### config.mk
export PLATFORM = sky130hd
export DESIGN_NAME = hazard_unit
export DESIGN_NICKNAME = d
export VERILOG_FILES = /design/src/rtl/hazard_unit.sv
export SDC_FILE = /design/constraint.sdc
export NUM_CORES = 1
export LEC_CHECK = 0
export CORE_UTILIZATION = 40
export DETAILED_ROUTE_END_ITERATION = 10
export PLACE_DENSITY = 0.75
export SLEW_MARGIN = 0
export SYNTH_ARGS = -nofsm -noshare
export SYNTH_HDL_FRONTEND = slang
export SYNTH_SLANG_ARGS = --single-unit
### constraint.sdc
create_clock -name CLK -period 1.65 [get_ports CLK]
set_input_delay 0.33 -clock CLK [delete_from_list [all_inputs] [get_ports CLK]]
set_output_delay 0.33 -clock CLK [all_outputs]
set_load 0.005 [all_outputs]
### src/rtl/hazard_unit.sv
// Stall/flush controller for the 5-stage MIPS pipeline: per-latch enables and bubbles
// for load-use, cache waits, taken branches and halt, plus saturating stall/flush counters.
module hazard_unit #(
   parameter int CNT_W = 16
) (
   input  logic             CLK,
   input  logic             RST,
   input  logic             ihit,
   input  logic             dhit,
   input  logic             dmemREN_me,
   input  logic             dmemWEN_me,
   input  logic [4:0]       rs_de,
   input  logic [4:0]       rt_de,
   input  logic             useRt_de,
   input  logic             jr_de,
   input  logic [4:0]       regDst_ex,
   input  logic             regWr_ex,
   input  logic [1:0]       regSrc_ex,
   input  logic             branch_ex,
   input  logic             halt_wb,
   output logic             pc_en,
   output logic             fd_en,
   output logic             fd_flush,
   output logic             de_en,
   output logic             de_flush,
   output logic             em_en,
   output logic             mw_en,
   output logic             halted,
   output logic [CNT_W-1:0] stall_cnt,
   output logic [CNT_W-1:0] flush_cnt
);

   typedef enum logic [1:0] {
      RUN   = 2'b00,
      DWAIT = 2'b01,
      HALT  = 2'b10
   } state_t;

   state_t           state_r;
   logic             memop_s;
   logic             rs_hit_s;
   logic             rt_hit_s;
   logic             lu_s;
   logic             wait_s;
   logic             freeze_s;
   logic             branch_go_s;
   logic [CNT_W-1:0] cnt_max_s;
   logic [CNT_W-1:0] cnt_one_s;

   // Hazard detection: load in EX feeding a decode source, and data-memory wait.
   always_comb begin
      memop_s   = dmemREN_me | dmemWEN_me;
      // JR reads rs, so it is covered by the ordinary rs comparison.
      rs_hit_s  = (rs_de == regDst_ex) | (jr_de & (rs_de == regDst_ex));
      rt_hit_s  = useRt_de & (rt_de == regDst_ex);
      lu_s      = regWr_ex & (regSrc_ex == 2'b11) & (regDst_ex != 5'd0) & (rs_hit_s | rt_hit_s);
      wait_s    = ~dhit & (memop_s | (state_r == DWAIT));
      cnt_max_s = {CNT_W{1'b1}};
      cnt_one_s = {{(CNT_W-1){1'b0}}, 1'b1};
      case (state_r)
         RUN, DWAIT: freeze_s = RST | halt_wb | wait_s;
         default:    freeze_s = 1'b1;
      endcase
   end

   // Mealy enable/flush decode, highest-priority event first.
   always_comb begin
      pc_en       = 1'b1;
      fd_en       = 1'b1;
      fd_flush    = 1'b0;
      de_en       = 1'b1;
      de_flush    = 1'b0;
      em_en       = 1'b1;
      mw_en       = 1'b1;
      branch_go_s = 1'b0;
      if (freeze_s) begin
         pc_en = 1'b0;
         fd_en = 1'b0;
         de_en = 1'b0;
         em_en = 1'b0;
         mw_en = 1'b0;
      end else if (branch_ex) begin
         // Redirect overrides both a pending fetch and a load-use on the flushed consumer.
         fd_flush    = 1'b1;
         de_flush    = 1'b1;
         branch_go_s = 1'b1;
      end else if (lu_s) begin
         pc_en    = 1'b0;
         fd_en    = 1'b0;
         de_flush = 1'b1;
      end else if (!ihit) begin
         pc_en    = 1'b0;
         fd_flush = 1'b1;
      end else begin
         pc_en = 1'b1;
      end
   end

   // Wait/halt state, sticky halt flag and saturating performance counters.
   always_ff @(posedge CLK or posedge RST) begin
      if (RST) begin
         state_r   <= RUN;
         halted    <= 1'b0;
         stall_cnt <= {CNT_W{1'b0}};
         flush_cnt <= {CNT_W{1'b0}};
      end else begin
         case (state_r)
            RUN, DWAIT: begin
               if (halt_wb) begin
                  state_r <= HALT;
                  halted  <= 1'b1;
               end else if (wait_s) begin
                  state_r <= DWAIT;
               end else begin
                  state_r <= RUN;
               end
               if (!pc_en && (stall_cnt != cnt_max_s)) begin
                  stall_cnt <= stall_cnt + cnt_one_s;
               end
               if (branch_go_s && (flush_cnt != cnt_max_s)) begin
                  flush_cnt <= flush_cnt + cnt_one_s;
               end
            end
            HALT: begin
               state_r <= HALT;
               halted  <= 1'b1;
            end
            default: begin
               state_r <= RUN;
               halted  <= 1'b0;
            end
         endcase
      end
   end

endmodule

Yosys cells after proc, flatten, opt, wreduce, memory -nomap -nowiden --
Index checks and enable logic that the tools add are counted.
Word-level totals: register bits 35, bits of input ports 28, output and inout bits 40, logic and storage cells 58
Operators by class: $add $sub $neg 2, equality and inequality tests 8, mux-type cells 23, bitwise gates (word level) 13, reductions and logical operators 8
Operator list (number):
- $add 16x1->16 const B | 2
- $ne 16x16->1 const B | 2
- $mux 1 | 20
- $eq 5x5->1 | 2
- $and 1x1->1 | 6
- $or 1x1->1 | 6
- $reduce_bool 5->1 | 1
- $eq 2x2->1 const B | 2
- $pmux 2 s2 | 1
- $reduce_and 2->1 | 2
- $eq 2x1->1 const B | 1
- $logic_and 1x1->1 | 2
- $logic_not 2->1 | 1
- $mux 2 | 1
- $ne 2x2->1 const B | 1
- $pmux 1 s2 | 1
- $reduce_or 2->1 | 1
- $logic_not 1->1 | 1
- $not 1->1 | 1

Longest topological paths before layout --
Gate-level depths: netlist of run 1.
word-level depth 11, depth in mapped cells 9, mapped depth without buffers 8

Least setup slack after synthesis of run 1 --
Ideal clock, no wire load.
path kind reg-to-reg, start point register stall_cnt[4], end point register stall_cnt[4], setup time 0.123 ns, arrival time 1.691 ns, required time 1.527 ns, path slack -0.164 ns, cell stages (with the launch flop) 10, path buffers 2, period minus slack after synthesis 1.814 ns, path through dfrtp_1 and3_1 and2_1 buf_6 a41oi_2 nand4b_2 nand2_2 buf_6 nand4_1 xnor2_1
Between the ends: longest elaborated chain between the ends 3, elaborated cells on any way between the ends 4, those cells by class 1 x add/sub; 1 x eq/ne; 2 x reduce/logical
RTL lines:
- start: declaration | line 29 | output logic [CNT_W-1:0] stall_cnt,
- start signal: assignment | line 104 | stall_cnt <= {CNT_W{1'b0}};
- start signal: assignment | line 118 | stall_cnt <= stall_cnt + cnt_one_s;
- parallel branches: the longest is 3 deep, another holds $add 16x1->16
Several ways; the timed one is not identified. A chain may end at the register's enable or synchronous reset.

Worst setup path in the final report of run 1 --
start point register flush_cnt[5], end point register flush_cnt[5]
Between the ends: longest elaborated chain between the ends 3, elaborated cells on any way between the ends 4, those cells by class 1 x add/sub; 1 x eq/ne; 2 x reduce/logical
RTL lines:
- start: declaration | line 30 | output logic [CNT_W-1:0] flush_cnt
- start signal: assignment | line 105 | flush_cnt <= {CNT_W{1'b0}};
- start signal: assignment | line 121 | flush_cnt <= flush_cnt + cnt_one_s;
- parallel branches: the longest is 3 deep, another holds $add 16x1->16
Several ways; the timed one is not identified.

==> results of run 1 <==
-- cell type report --
cell class              instances  area [um2]
fillers                       245         891
well taps                      52        65.1
repair buffers                136        1280
flip-flops and latches         35         877
multi-input cells             131        1200
clock buffers                   5        68.8
inverters                       3        11.3
clock inverters                 3        20.0
-- power by group --
group	total (mW)	leakage, nW	switching [mW]	internal [mW]
Sequential	0.916	0.472	0.0230	0.893
Clock	0.637	0.0402	0.343	0.294
Combinational	0.480	1.31	0.213	0.267
Total	2.03	1.83	0.579	1.45
-- through the flow --
step	cell area (um2)	std cells	setup TNS (ns)	power [mW]
after floorplan	1890	175	-1.22	1.09
after global placement	2950	334	-20.77	1.34
after detailed placement	2950	334	-21.96	1.35
after CTS	3250	352	-1.39	2.01
after global routing	3520	365	-5.95	2.13
final	3520	365	-3.05	2.03
-- cell families (layout without fill, tap and decap cells) --
group | Yosys count | in the layout | share of synthesized area (%)
and+or+nand+nor | 73 | 73 | 21.8
xor gates and xnor gates | 40 | 40 | 18.9
DFF | 35 | 35 | 47.3
AOI/OAI and AO/OA | 13 | 13 | 5.88
buffers and inverters | 9 | 147 | 3.04
muxes | 3 | 3 | 1.76
adders and majority gates | 2 | 2 | 1.35
-- per-layer routing --
metal	GRT usage, %	vias up	part of all wire (%)
met5	0	-	0
met4	6.67	0	1.7
met3	5.92	12	4.7
met2	36.6	42	53
met1	24.9	884	40
li1	-	882	-
-- sequential cells by signal (all words and copies together), names as in the netlist --
signal     cells
flush_cnt     16
halted         1
stall_cnt     16
state_r        2
-- repair_timing --
action,4_1_cts,5_1_grt
buffers inserted,11,13
pin swaps,52,25
endpoints found under the setup margin,38,48
resized for setup,147,43
-- final timing paths --
check	start	to	slack [ns]	cells after the start
min in group CLK	dhit	state_r[0]	0.44	3
hold / removal	RST	flush_cnt[10]	0.26	3
setup reg to reg	flush_cnt[5]	flush_cnt[5]	-0.14	7
hold reg to reg	flush_cnt[13]	flush_cnt[13]	0.50	1
max in group asynchronous	RST	flush_cnt[15]	1.21	3
setup / recovery	flush_cnt[5]	flush_cnt[5]	-0.14	7
-- cells in the final DEF, fill, tap and decap left out, types with 7 or more instances in the layout --
cell type        Yosys  routed
xnor2_2              0      10
nand4_1              9       9
clkdlybuf4s50_1      0      26
xor2_1               7       7
dfrtp_1             35      34
nor2_1              11       9
dlymetal6s2s_1       0       7
dlygate4sd2_1        0      11
nand2_1             17       7
buf_2                0       7
xnor2_1             33      23
buf_4                2      50
buf_6                2      31
-- tightest hold or removal path, stage by stage --
cell	delay (ns)
dlygate4sd2_1	0.26
inv_1	0.11
buf_12	0.22
==> flow_metrics.env, run 1 <==
export IMPL_synth_edf_count=0
export IMPL_failed_checks="setup timing"
export IMPL_hold_buffers=0
export IMPL_max_slew_margin_pct=74.8
export IMPL_wl_per_cell_um=14.6
export IMPL_grt_max_degree=36
export IMPL_crit_arrival_ns=1.98
export IMPL_worst_ep_required_time_ns=1.84
export IMPL_drtPass1Iterations=4
export IMPL_synthTopCellsByArea="dfrtp_1 47%, xnor2_1 16%, nand2_1 3.4%, xor2_1 3.3%, nand3_1 3.2%"
export IMPL_ys_types=31
export IMPL_rows=24
export IMPL_cp_top_family="simple AND/OR/NAND/NOR gates"
export IMPL_post_dp_hpwl_mm=3.28
export IMPL_timing_fmax_mhz=557
export IMPL_yosysTopAreaCell="dfrtp_1"
export IMPL_syn_nets=205
export IMPL_via_per_inst=4.99
export IMPL_die_width_um=70.1
export IMPL_end_kind="flip-flop"
export IMPL_insertion_delay_ns=0.30
export IMPL_core_um2=4410
export IMPL_ys_seq_area_share_pct=47.3
export IMPL_hp_class="in -> async"
export IMPL_yosysWarnings=0
export IMPL_drt_iter0_markers=48
export IMPL_avgSynthCellArea_um2=10.6
export IMPL_crit_chain="and4_4, and4_4, and3_4, a31oi_4, and3_4, nand4_1, xnor2_1"
export IMPL_antenna_left=0
export IMPL_cts_root_buf="clkbuf_8"
export IMPL_finalWorstSetupSlack_ns=-0.144
export IMPL_critPathSlowestCell="dfrtp_1"
export IMPL_final_util_pct=79.8
export IMPL_pin_count=68
export IMPL_routabilityCongestion=0.740
export IMPL_portBuffers=66
export IMPL_period_share_pct=109
export IMPL_vdd_ir_drop_max_mv=0.384
export IMPL_critical_path_class="reg -> reg"
export IMPL_cp_max_fo=5
export IMPL_antenna_cells=0
export IMPL_ys_async_sr_fraction_pct=100
export IMPL_track_usage_pct=21.0
export IMPL_via_count=1820
export IMPL_p_per_area_nw_per_um2=577
export IMPL_cts_buffers_inserted=5
export IMPL_finalClockSkew_ns=0.00770
export IMPL_max_slew_worst_pin_slew_ns=0.377
export IMPL_status="finished, violations left"
export IMPL_antenna_found_initial=0
export IMPL_yosysMostFrequentCell="dfrtp_1"
export IMPL_synth_cells=175
export IMPL_start_util_pct=42.0
export IMPL_numClockSinks=35
export IMPL_synthToLayoutAreaGrowth_pct=90.1
export IMPL_nets=342
export IMPL_die_y_um=70.1
export IMPL_dp_slack_ns=-0.875
export IMPL_synth_area_um2=1850
export IMPL_wl_mm=5.34
export IMPL_drc=0
export IMPL_start_kind="flip-flop"
export IMPL_ys_top_cells_by_count="35 x dfrtp_1, 33 x xnor2_1, 17 x nand2_1"
export IMPL_power_leakage_nw=1.83
export IMPL_clk_path_buf_depth=2
export IMPL_slew_violations=0
export IMPL_grt_first_pass_wirelength_mm=8.02
export IMPL_slowest_delay_ns=0.39
export IMPL_dieArea_um2=4910
export IMPL_grt_overflow_total=0
export IMPL_cp_buffers_inverters=0
export IMPL_hold_viol_final=0
export IMPL_drv_cap=0
export IMPL_synth_main_ff_cell="dfrtp_1"
export IMPL_period_needed_ns=1.79
export IMPL_rsz0062_at_grt="yes"
export IMPL_grt_pass1_vias=1775
export IMPL_ys_ff_latch=35
export IMPL_setup_viol=35
export IMPL_hold_slack_ns=0.261
export IMPL_clk_pin_slew_worst_paths_ns=0.08
export IMPL_drive_gt1_share_pct=50.8
export IMPL_cts_tree="done"
export IMPL_cts_htree_levels=2
export IMPL_synth_top_cell_area_share_pct=47.3
No activity file was read; power rests on OpenSTA's default activity.
==> inputs of run 2 (changes only) <==
Settings changed: ABC_CLOCK_PERIOD_IN_PS from default to 1650, SETUP_SLACK_MARGIN from default to 0.3.
==> run 2 against run 1 <==
The run still ends with setup timing left. Core utilization increased by 13 points. Cell count increased by 15%. Setup slack got worse by 0.072 ns. Register-to-register slack got worse by 0.07 ns. Clock skew about the same. Wire length increased by 66%. Critical path depth increased by 2. Largest power group unchanged.
==> flow_metrics.env, run 2 (synthesis gave the netlist of run 1 again) <==
export IMPL_setup_worst_path_end="flush_cnt[6]"
export IMPL_max_slew_worst_pin_slew_ns=0.410
export IMPL_post_dp_hpwl_mm=3.57
export IMPL_die_y_um=70.1
export IMPL_rr_startpoint="state_r[1]"
export IMPL_reg2reg_slack_ns=-0.22
export IMPL_met3_length_um=336
export IMPL_fin_area_um2=4090
export IMPL_dr_max_layer_used="met4"
export IMPL_antenna_cells=0
export IMPL_cp_max_fo=4
export IMPL_wl_per_cell_um=21.3
export IMPL_r2r_end="flush_cnt[6]"
export IMPL_start_util_pct=42.0
export IMPL_vdd_ir_drop_max_mv=0.634
export IMPL_post_place_cells=335
export IMPL_via_per_inst=5.35
export IMPL_wl_met2_mm=4.84
export IMPL_hold_buffers=0
export IMPL_cts_tree="done"
export IMPL_routabilityCongestion=0.728
export IMPL_grt_first_pass_wirelength_mm=10.2
export IMPL_slew_violations=0
export IMPL_wl_mm=8.89
export IMPL_dpl_cell_area_um2=3020
export IMPL_final_common_cell="buf_6"
export IMPL_grt_max_degree=36
export IMPL_worst_ep_required_time_ns=1.86
export IMPL_cts_buffers_inserted=5
export IMPL_finalClockSkew_ns=0.00747
export IMPL_nets=395
export IMPL_drtPass1Iterations=4
export IMPL_synthToLayoutAreaGrowth_pct=121
export IMPL_drv_cap=0
export IMPL_clk_pin_slew_worst_paths_ns=0.09
export IMPL_period_share_pct=113
export IMPL_core_um2=4410
export IMPL_power_leakage_nw=2.15
export IMPL_antenna_found_initial=0
export IMPL_failed_checks="setup timing"
export IMPL_met1_length_mm=3.26
export IMPL_track_usage_pct=27.0
export IMPL_status="finished, violations left"
export IMPL_dieArea_um2=4910
export IMPL_end_kind="flip-flop"
export IMPL_hold_slack_ns=0.269
export IMPL_die_width_um=70.1
export IMPL_cts_root_buf="clkbuf_8"
export IMPL_antenna_left=0
export IMPL_finalWorstSetupSlack_ns=-0.216
export IMPL_instances_no_fill=418
export IMPL_via_count=2236
export IMPL_rows=24
export IMPL_reg_largest_list="flush_cnt x16, stall_cnt x16, state_r x2"
export IMPL_grt_overflow_total=0
export IMPL_start_kind="flip-flop"
export IMPL_period_needed_ns=1.87
export IMPL_drc=0
export IMPL_drt_iter0_markers=160
export IMPL_rsz0062_at_grt="yes"
export IMPL_final_cell_mix="86 x buf_6, 62 x buf_4, 34 x dfrtp_1"
export IMPL_clk_path_buf_depth=2
export IMPL_reg2reg_depth=9
export IMPL_portBuffers=66
export IMPL_hold_viol_final=0
export IMPL_timing_fmax_mhz=536
export IMPL_drive_gt1_share_pct=66.7
export IMPL_numClockSinks=35
export IMPL_critical_path_class="reg -> reg"
export IMPL_max_slew_margin_pct=72.6
export IMPL_pin_count=68
export IMPL_startpoint="state_r[1]"
export IMPL_hp_class="in -> async"
export IMPL_cts_htree_levels=2
export IMPL_setup_viol=38
export IMPL_grt_pass1_vias=2077
export IMPL_insertion_delay_ns=0.30
export IMPL_crit_arrival_ns=2.08
export IMPL_p_per_area_nw_per_um2=581
## run 2: cell count changes in the layout (fill, tap and decap cells not counted), moves of 2 or more
cell / before / now
buf_4: 50 / 62
xnor2_2: 10 / 15
nand3_4: 2 / 4
nand3_2: 5 / 2
nand2_2: 6 / 3
clkdlybuf4s50_1: 26 / 1
clkinvlp_4: 2 / 0
dlygate4sd2_1: 11 / 15
clkbuf_2: 0 / 5
dlymetal6s2s_1: 7 / 0
nand2_1: 7 / 10
buf_2: 7 / 16
buf_6: 31 / 86
xnor2_1: 23 / 18
## run 2: final cells by class
cell class	instances	area [um2]
repair buffers	189	1740
multi-input cells	131	1280
flip-flops and latches	35	877
fillers	157	324
clock buffers	6	82.6
well taps	52	65.1
clock inverters	2	35.0
inverters	3	11.3
## run 2: timing repair
action / in CTS / in global routing
setup endpoints to repair: 72 / 68
pin swaps: 53 / 30
gates resized for setup: 279 / 63
buffers inserted: 44 / 31
## run 2: report_power, final
part	total, mW	switching [mW]	internal, mW
combinational	0.599	0.265	0.335
clock	0.851	0.361	0.490
sequential	0.925	0.0325	0.893
total	2.38	0.658	1.72
## run 2: through the flow
stage | TNS [ns] | util, % | power, mW | setup WS, ns
6_report | -5.67 | 92.7 | 2.38 | -0.216
5_1_grt | -7.14 | 92.7 | 2.45 | -0.282
4_1_cts | -1.83 | 82.8 | 2.27 | -0.121
3_5_place_dp | -22.02 | 68.5 | 1.38 | -0.845
3_3_place_gp | -21.13 | 68.5 | 1.36 | -0.811
2_1_floorplan | -1.16 | - | 1.10 | -0.102
## run 2: worst min path at each step
stage	from	to	slack, ns	depth (start not counted)
final	RST	flush_cnt[15]	0.27	3
after global routing	RST	flush_cnt[4]	0.30	3
after CTS	RST	stall_cnt[15]	0.25	3
after detailed placement	flush_cnt[9]	flush_cnt[9]	0.50	1
after global placement	flush_cnt[9]	flush_cnt[9]	0.49	1
after floorplan	halt_wb	state_r[0]	0.40	1
## run 2: critical path, cell delays in order (launching register included)
cell and delay (ns):
dfrtp_1 0.42, nor3_2 0.18, o21ai_2 0.11, inv_2 0.11, buf_6 0.12, nand3_1 0.15
a21oi_4 0.26, buf_6 0.18, nand2_4 0.06, xnor2_1 0.20
## run 2: per-layer routing
layer / GRT usage [%] / vias to the layer above
met2: 50.1 / 102
met4: 5.56 / 0
met3: 7.50 / 43
met5: 0 / -
met1: 30.8 / 1100
li1: - / 991
